### config.mk
export PLATFORM = sky130hd
export DESIGN_NAME = ibuf_pingpong_sched
export DESIGN_NICKNAME = d
export VERILOG_FILES = /design/src/rtl/ibuf_pingpong_sched.sv
export SDC_FILE = /design/constraint.sdc
export NUM_CORES = 1
export LEC_CHECK = 0
export BUFFER_PORTS_ARGS = -buffer_cell sky130_fd_sc_hd__buf_4
export CAP_MARGIN = 20
export CORE_MARGIN = 8
export CORE_UTILIZATION = 60
export DETAILED_ROUTE_END_ITERATION = 8
export HOLD_SLACK_MARGIN = 0.1
export MAX_ROUTING_LAYER = met4
export PLACE_DENSITY = 0.86
export SKIP_CTS_REPAIR_TIMING = 1
export SYNTH_ARGS = -nofsm -noshare
export SYNTH_HDL_FRONTEND = slang
export SYNTH_SLANG_ARGS = --single-unit
### constraint.sdc
create_clock -name clk -period 7.1 [get_ports clk]
set_input_delay 0.355 -clock clk [delete_from_list [all_inputs] [get_ports clk]]
set_output_delay 0.355 -clock clk [all_outputs]
set_load 0.02 [all_outputs]
### src/rtl/ibuf_pingpong_sched.sv
`timescale 1ns/1ps
// ibuf_pingpong_sched
//   Tile scheduler for the ping-pong input buffer in front of the depthwise
//   data router. It alternates the external loader between the two buffer
//   halves, starts one compute block (blkend) per filled half and frees the
//   half again once the buffer interface controller reports completion, so
//   the load of tile i+1 overlaps the compute of tile i.
//
// Ports
//   clk, rst              clock (rising edge), asynchronous active-high reset
//   start, num_tiles      layer start pulse (accepted in IDLE) and tile count
//   load_req/sel/tile     loader command pulse, target half, tile index
//   load_done             loader completion pulse
//   blkend/comp_sel/tile  compute start pulse, half being read, tile index
//   comp_done             compute completion pulse; the half may be refilled
//   busy, done            layer running; one-cycle end-of-layer pulse
module ibuf_pingpong_sched #(
  parameter int unsigned TILE_W = 16
) (
  input  logic              clk,
  input  logic              rst,
  input  logic              start,
  input  logic [TILE_W-1:0] num_tiles,
  output logic              load_req,
  output logic              load_sel,
  output logic [TILE_W-1:0] load_tile,
  input  logic              load_done,
  output logic              blkend,
  output logic              comp_sel,
  output logic [TILE_W-1:0] comp_tile,
  input  logic              comp_done,
  output logic              busy,
  output logic              done
);

  typedef enum logic [1:0] {IDLE, RUN, FIN} state_t;
  typedef enum logic [1:0] {EMPTY, LOADING, FULL, COMPUTING} half_t;

  localparam logic [TILE_W-1:0] ONE = TILE_W'(1);

  state_t            state_q, state_d;
  half_t             half_q [2];
  half_t             half_d [2];
  logic [TILE_W-1:0] ntiles_q, ntiles_d;
  logic [TILE_W-1:0] load_cnt_q, load_cnt_d;
  logic [TILE_W-1:0] comp_cnt_q, comp_cnt_d;
  logic              load_ptr_q, load_ptr_d;
  logic              comp_ptr_q, comp_ptr_d;
  logic              load_pend_q, load_pend_d;
  logic              comp_pend_q, comp_pend_d;
  logic              load_req_d, load_sel_d, blkend_d, comp_sel_d;
  logic              busy_d, done_d;
  logic [TILE_W-1:0] load_tile_d, comp_tile_d;

  always_ff @(posedge clk or posedge rst) begin
    if (rst) begin
      state_q     <= IDLE;
      half_q[0]   <= EMPTY;
      half_q[1]   <= EMPTY;
      ntiles_q    <= '0;
      load_cnt_q  <= '0;
      comp_cnt_q  <= '0;
      load_ptr_q  <= 1'b0;
      comp_ptr_q  <= 1'b0;
      load_pend_q <= 1'b0;
      comp_pend_q <= 1'b0;
      load_req    <= 1'b0;
      load_sel    <= 1'b0;
      load_tile   <= '0;
      blkend      <= 1'b0;
      comp_sel    <= 1'b0;
      comp_tile   <= '0;
      busy        <= 1'b0;
      done        <= 1'b0;
    end else begin
      state_q     <= state_d;
      half_q[0]   <= half_d[0];
      half_q[1]   <= half_d[1];
      ntiles_q    <= ntiles_d;
      load_cnt_q  <= load_cnt_d;
      comp_cnt_q  <= comp_cnt_d;
      load_ptr_q  <= load_ptr_d;
      comp_ptr_q  <= comp_ptr_d;
      load_pend_q <= load_pend_d;
      comp_pend_q <= comp_pend_d;
      load_req    <= load_req_d;
      load_sel    <= load_sel_d;
      load_tile   <= load_tile_d;
      blkend      <= blkend_d;
      comp_sel    <= comp_sel_d;
      comp_tile   <= comp_tile_d;
      busy        <= busy_d;
      done        <= done_d;
    end
  end

  always_comb begin
    state_d     = state_q;
    half_d[0]   = half_q[0];
    half_d[1]   = half_q[1];
    ntiles_d    = ntiles_q;
    load_cnt_d  = load_cnt_q;
    comp_cnt_d  = comp_cnt_q;
    load_ptr_d  = load_ptr_q;
    comp_ptr_d  = comp_ptr_q;
    load_pend_d = load_pend_q;
    comp_pend_d = comp_pend_q;
    load_req_d  = 1'b0;
    blkend_d    = 1'b0;
    load_sel_d  = load_sel;
    load_tile_d = load_tile;
    comp_sel_d  = comp_sel;
    comp_tile_d = comp_tile;

    case (state_q)
      IDLE: begin
        if (start) begin
          ntiles_d    = num_tiles;
          half_d[0]   = EMPTY;
          half_d[1]   = EMPTY;
          load_cnt_d  = '0;
          comp_cnt_d  = '0;
          load_ptr_d  = 1'b0;
          comp_ptr_d  = 1'b0;
          load_pend_d = 1'b0;
          comp_pend_d = 1'b0;
          load_sel_d  = 1'b0;
          load_tile_d = '0;
          comp_sel_d  = 1'b0;
          comp_tile_d = '0;
          state_d     = (num_tiles == '0) ? FIN : RUN;
        end
      end

      RUN: begin
        // Completions only touch the next-state copy; issue below looks at
        // half_q, so a freed/filled half is reusable one cycle later.
        if (load_done && load_pend_q) begin
          half_d[load_sel] = FULL;
          load_pend_d      = 1'b0;
        end
        if (comp_done && comp_pend_q) begin
          half_d[comp_sel] = EMPTY;
          comp_pend_d      = 1'b0;
          comp_cnt_d       = comp_cnt_q + ONE;
          comp_tile_d      = comp_tile + ONE;
        end

        if (comp_cnt_q == ntiles_q) begin
          state_d = FIN;
        end else begin
          if (!load_pend_q && (load_cnt_q < ntiles_q) && (half_q[load_ptr_q] == EMPTY)) begin
            load_req_d         = 1'b1;
            load_sel_d         = load_ptr_q;
            load_tile_d        = load_cnt_q;
            half_d[load_ptr_q] = LOADING;
            load_ptr_d         = ~load_ptr_q;
            load_cnt_d         = load_cnt_q + ONE;
            load_pend_d        = 1'b1;
          end
          if (!comp_pend_q && (half_q[comp_ptr_q] == FULL)) begin
            blkend_d           = 1'b1;
            comp_sel_d         = comp_ptr_q;
            half_d[comp_ptr_q] = COMPUTING;
            comp_ptr_d         = ~comp_ptr_q;
            comp_pend_d        = 1'b1;
          end
        end
      end

      FIN:     state_d = IDLE;
      default: state_d = IDLE;
    endcase

    busy_d = (state_d == RUN);
    done_d = (state_d == FIN);
  end

endmodule

==> impl_metrics.py <==
metrics = {
    "yosys": {
        "synth_edf_count": 0,
        "synth_cell_type_count": 45,
        "yosysWarnings": 0,
        "ys_seq_elements": 96,
        "ys_seq_area_share_pct": 49.7,
        "synthesis.area_um2": 4840,
        "syn-num-nets": 529,
        "netlist_instances": 490,
        "synth_top_flop_cell": "dfrtp_1",
        "syn_avg_cell_area_um2": 9.87,
        "async_reset_ff_share_pct": 100,
    },
    "clock_tree": {
        "clockBufferDepth": 2,
        "cts_tree": "done",
        "numCtsBuffers": 9,
        "cts_root_buffer": "clkbuf_8",
        "numClockSinks": 96,
        "htreeDepth": 3,
        "clkLatencyLatePin_ns": 0.36,
        "clk_pin_slew_ns": 0.09,
    },
    "finish": {
        "drive_gt1_share_pct": 15.7,
        "final_common_cell": "dfrtp_1",
        "syn2layout_area_growth_pct": 15.1,
        "regArea_um2": 2400,
        "nets": 583,
        "stdcell_area_um2": 5560,
        "fillers": 594,
        "fin_util_pct": 71.6,
        "final_cells": 651,
        "antenna_cells": 0,
        "final_cell_mix": "dfrtp_1 (96), buf_4 (62), nand2_1 (51)",
        "multi_input_area_um2": 2250,
    },
    "status": {
        "status": "completed",
    },
    "floorplan": {
        "die_y_um": 106,
        "die_w_um": 106,
        "die_area_um2": 11200,
        "rows": 32,
        "ios": 59,
        "initial_core_util_pct": 62.3,
        "core_um2": 7770,
    },
    "critical_path": {
        "path_cells": "ha_1 -> a21oi_1 -> nand2_1 -> a2111o_1 -> a2111o_1 -> inv_2 -> a21oi_1 -> a31o_2",
        "crit_type": "register to register",
        "cp.arrival_ns": 3.05,
        "crit_start": "load_cnt_q[14]",
        "rr_startpoint": "load_cnt_q[14]",
        "path_buf_inv": 1,
        "crit_path_top_delay_cell": "a2111o_1",
        "start_kind": "register",
        "slowest_delay_ns": 0.47,
        "crit_required_ns": 7.35,
        "cp-end-kind": "register",
        "crit_family": "compound AO/OA/AOI/OAI gates",
        "critPathMaxFanout": 31,
    },
    "pwr": {
        "totalPowerFinal_mw": 2.11,
        "power.density_nw_per_um2": 379,
        "vdd_drop_max_mv": 0.274,
        "p_leak_nw": 2.66,
    },
    "global_route": {
        "grt_pass1_vias": 3905,
        "antenna_found_initial": 0,
        "grt_overflow_total": 0,
        "grt.total_usage_pct": 21.8,
        "grt_start_max_net_pins": 69,
        "grt_pass1_wl_um": 19500,
    },
    "drt": {
        "via_per_inst": 6.00,
        "routed_wl_um": 11400,
        "drt_first_iter_violations": 194,
        "num_vias": 3903,
        "drcViolationCount": 0,
        "wl_per_cell_um": 17.5,
        "first_pass_iters": 4,
        "final_antenna_net_count": 0,
    },
    "placed_design": {
        "placed_area_um2": 5350,
        "place_inst": 635,
        "port_buffers": 58,
        "hpwl_um": 8220,
        "preCtsSetupSlack_ns": 4.34,
        "place.gp.congestion": 0.892,
    },
    "timing": {
        "max_slew_margin_pct": 48.6,
        "skew_ns": 0.0140,
        "fin_hold_ws_ns": 0.105,
        "finalMaxSlewViolations": 0,
        "fin_ws_ns": 4.31,
        "fmaxAchievable_mhz": 358,
        "setup_viol": 0,
        "rsz0062_at_grt": "no",
        "tightest_slew_ns": 0.770,
        "hold_viol": 0,
        "period_share_pct": 39.3,
        "final.min_clock_period_ns": 2.79,
        "tns_ns": 0,
    },
    "run": {
        "maxCapViolations": 0,
    },
    "worst_hold_path": {
        "hp-class": "primary input to async pin",
    },
}
layer usage:
metal / global-route usage, % / wire length, um / vias up / part of all wire (%)
met4: 6.93 / 233 / 0 / 2.0
met1: 27.6 / 5050 / 1918 / 44
met2: 33.8 / 5570 / 115 / 49
met5: - / 0 / - / 0
met3: 5.05 / 528 / 21 / 4.6
li1: - / - / 1849 / -
cells in the mapped netlist (6+ instances only):
| library cell | instances | area, um^2 |
|---|---|---|
| a22o_1 | 19 | 166 |
| a21oi_1 | 25 | 125 |
| ha_1 | 18 | 225 |
| and3_1 | 11 | 68.8 |
| nand4_1 | 25 | 156 |
| xor2_1 | 12 | 105 |
| o21ai_0 | 35 | 175 |
| nand2_1 | 51 | 191 |
| or3_1 | 8 | 50.1 |
| nor2_1 | 36 | 135 |
| clkbuf_1 | 14 | 52.6 |
| nand3_1 | 13 | 65.1 |
| inv_1 | 25 | 93.8 |
| xnor2_1 | 24 | 210 |
| nor3_1 | 6 | 30.0 |
| mux2i_1 | 10 | 100 |
| nand2b_1 | 8 | 50.1 |
| dfrtp_1 | 96 | 2400 |
report_power, final:
group          switching [mW]  total, mW  internal, mW  leakage, nW
Clock                   0.190      0.382         0.192        0.109
Sequential              0.166      0.869         0.703         1.27
Combinational           0.509      0.859         0.350         1.29
worst paths after layout:
check | to | slack [ns] | depth (start not counted)
min in group clk | ntiles_q[6] | 0.22 | 3
worst max register to register | load_cnt_q[6] | 4.31 | 8
worst min register to register | load_tile[9] | 0.52 | 1
max in group asynchronous | comp_tile[9] | 5.88 | 3
worst min-delay path | load_tile[10] | 0.11 | 2
worst max-delay path | load_cnt_q[6] | 4.31 | 8
cells by family (layout without fill, tap and decap cells):
| logic type | count (synthesis) | count (layout) | synth area share [%] |
|---|---|---|---|
| and+or+nand+nor | 178 | 178 | 18.7 |
| DFF | 96 | 96 | 49.7 |
| AOI/OAI and AO/OA | 105 | 105 | 14.2 |
| buffers and inverters | 45 | 104 | 3.75 |
| muxes | 12 | 12 | 2.54 |
| xor gates and xnor gates | 36 | 36 | 6.52 |
| adders and majority gates | 18 | 18 | 4.66 |
area by class of cell:
cell class                 instances  share of cell area (%)
multi-input combinational        349                    40.5
inverter                          26                    1.78
tap                              102                    2.29
clock buffer                      12                    2.97
sequential                        96                    43.2
timing repair buffer              62                    8.37
clock inverter                     4                   0.922
flip-flops by register name, indices dropped and copies added (netlist names), 2 cells and up:
| register | cells |
|---|---|
| comp_cnt_q | 16 |
| comp_tile | 16 |
| load_cnt_q | 16 |
| load_tile | 16 |
| ntiles_q | 16 |
| half_q | 4 |
| state_q | 2 |
worst reg2reg max path: stages (launching register included):
cell and delay [ns]:
dfrtp_1 0.43, ha_1 0.33, a21oi_1 0.17, nand2_1 0.07, a2111o_1 0.41, a2111o_1 0.47
inv_2 0.43, a21oi_1 0.15, a31o_2 0.24
No activity file was read; power rests on OpenSTA's default activity.
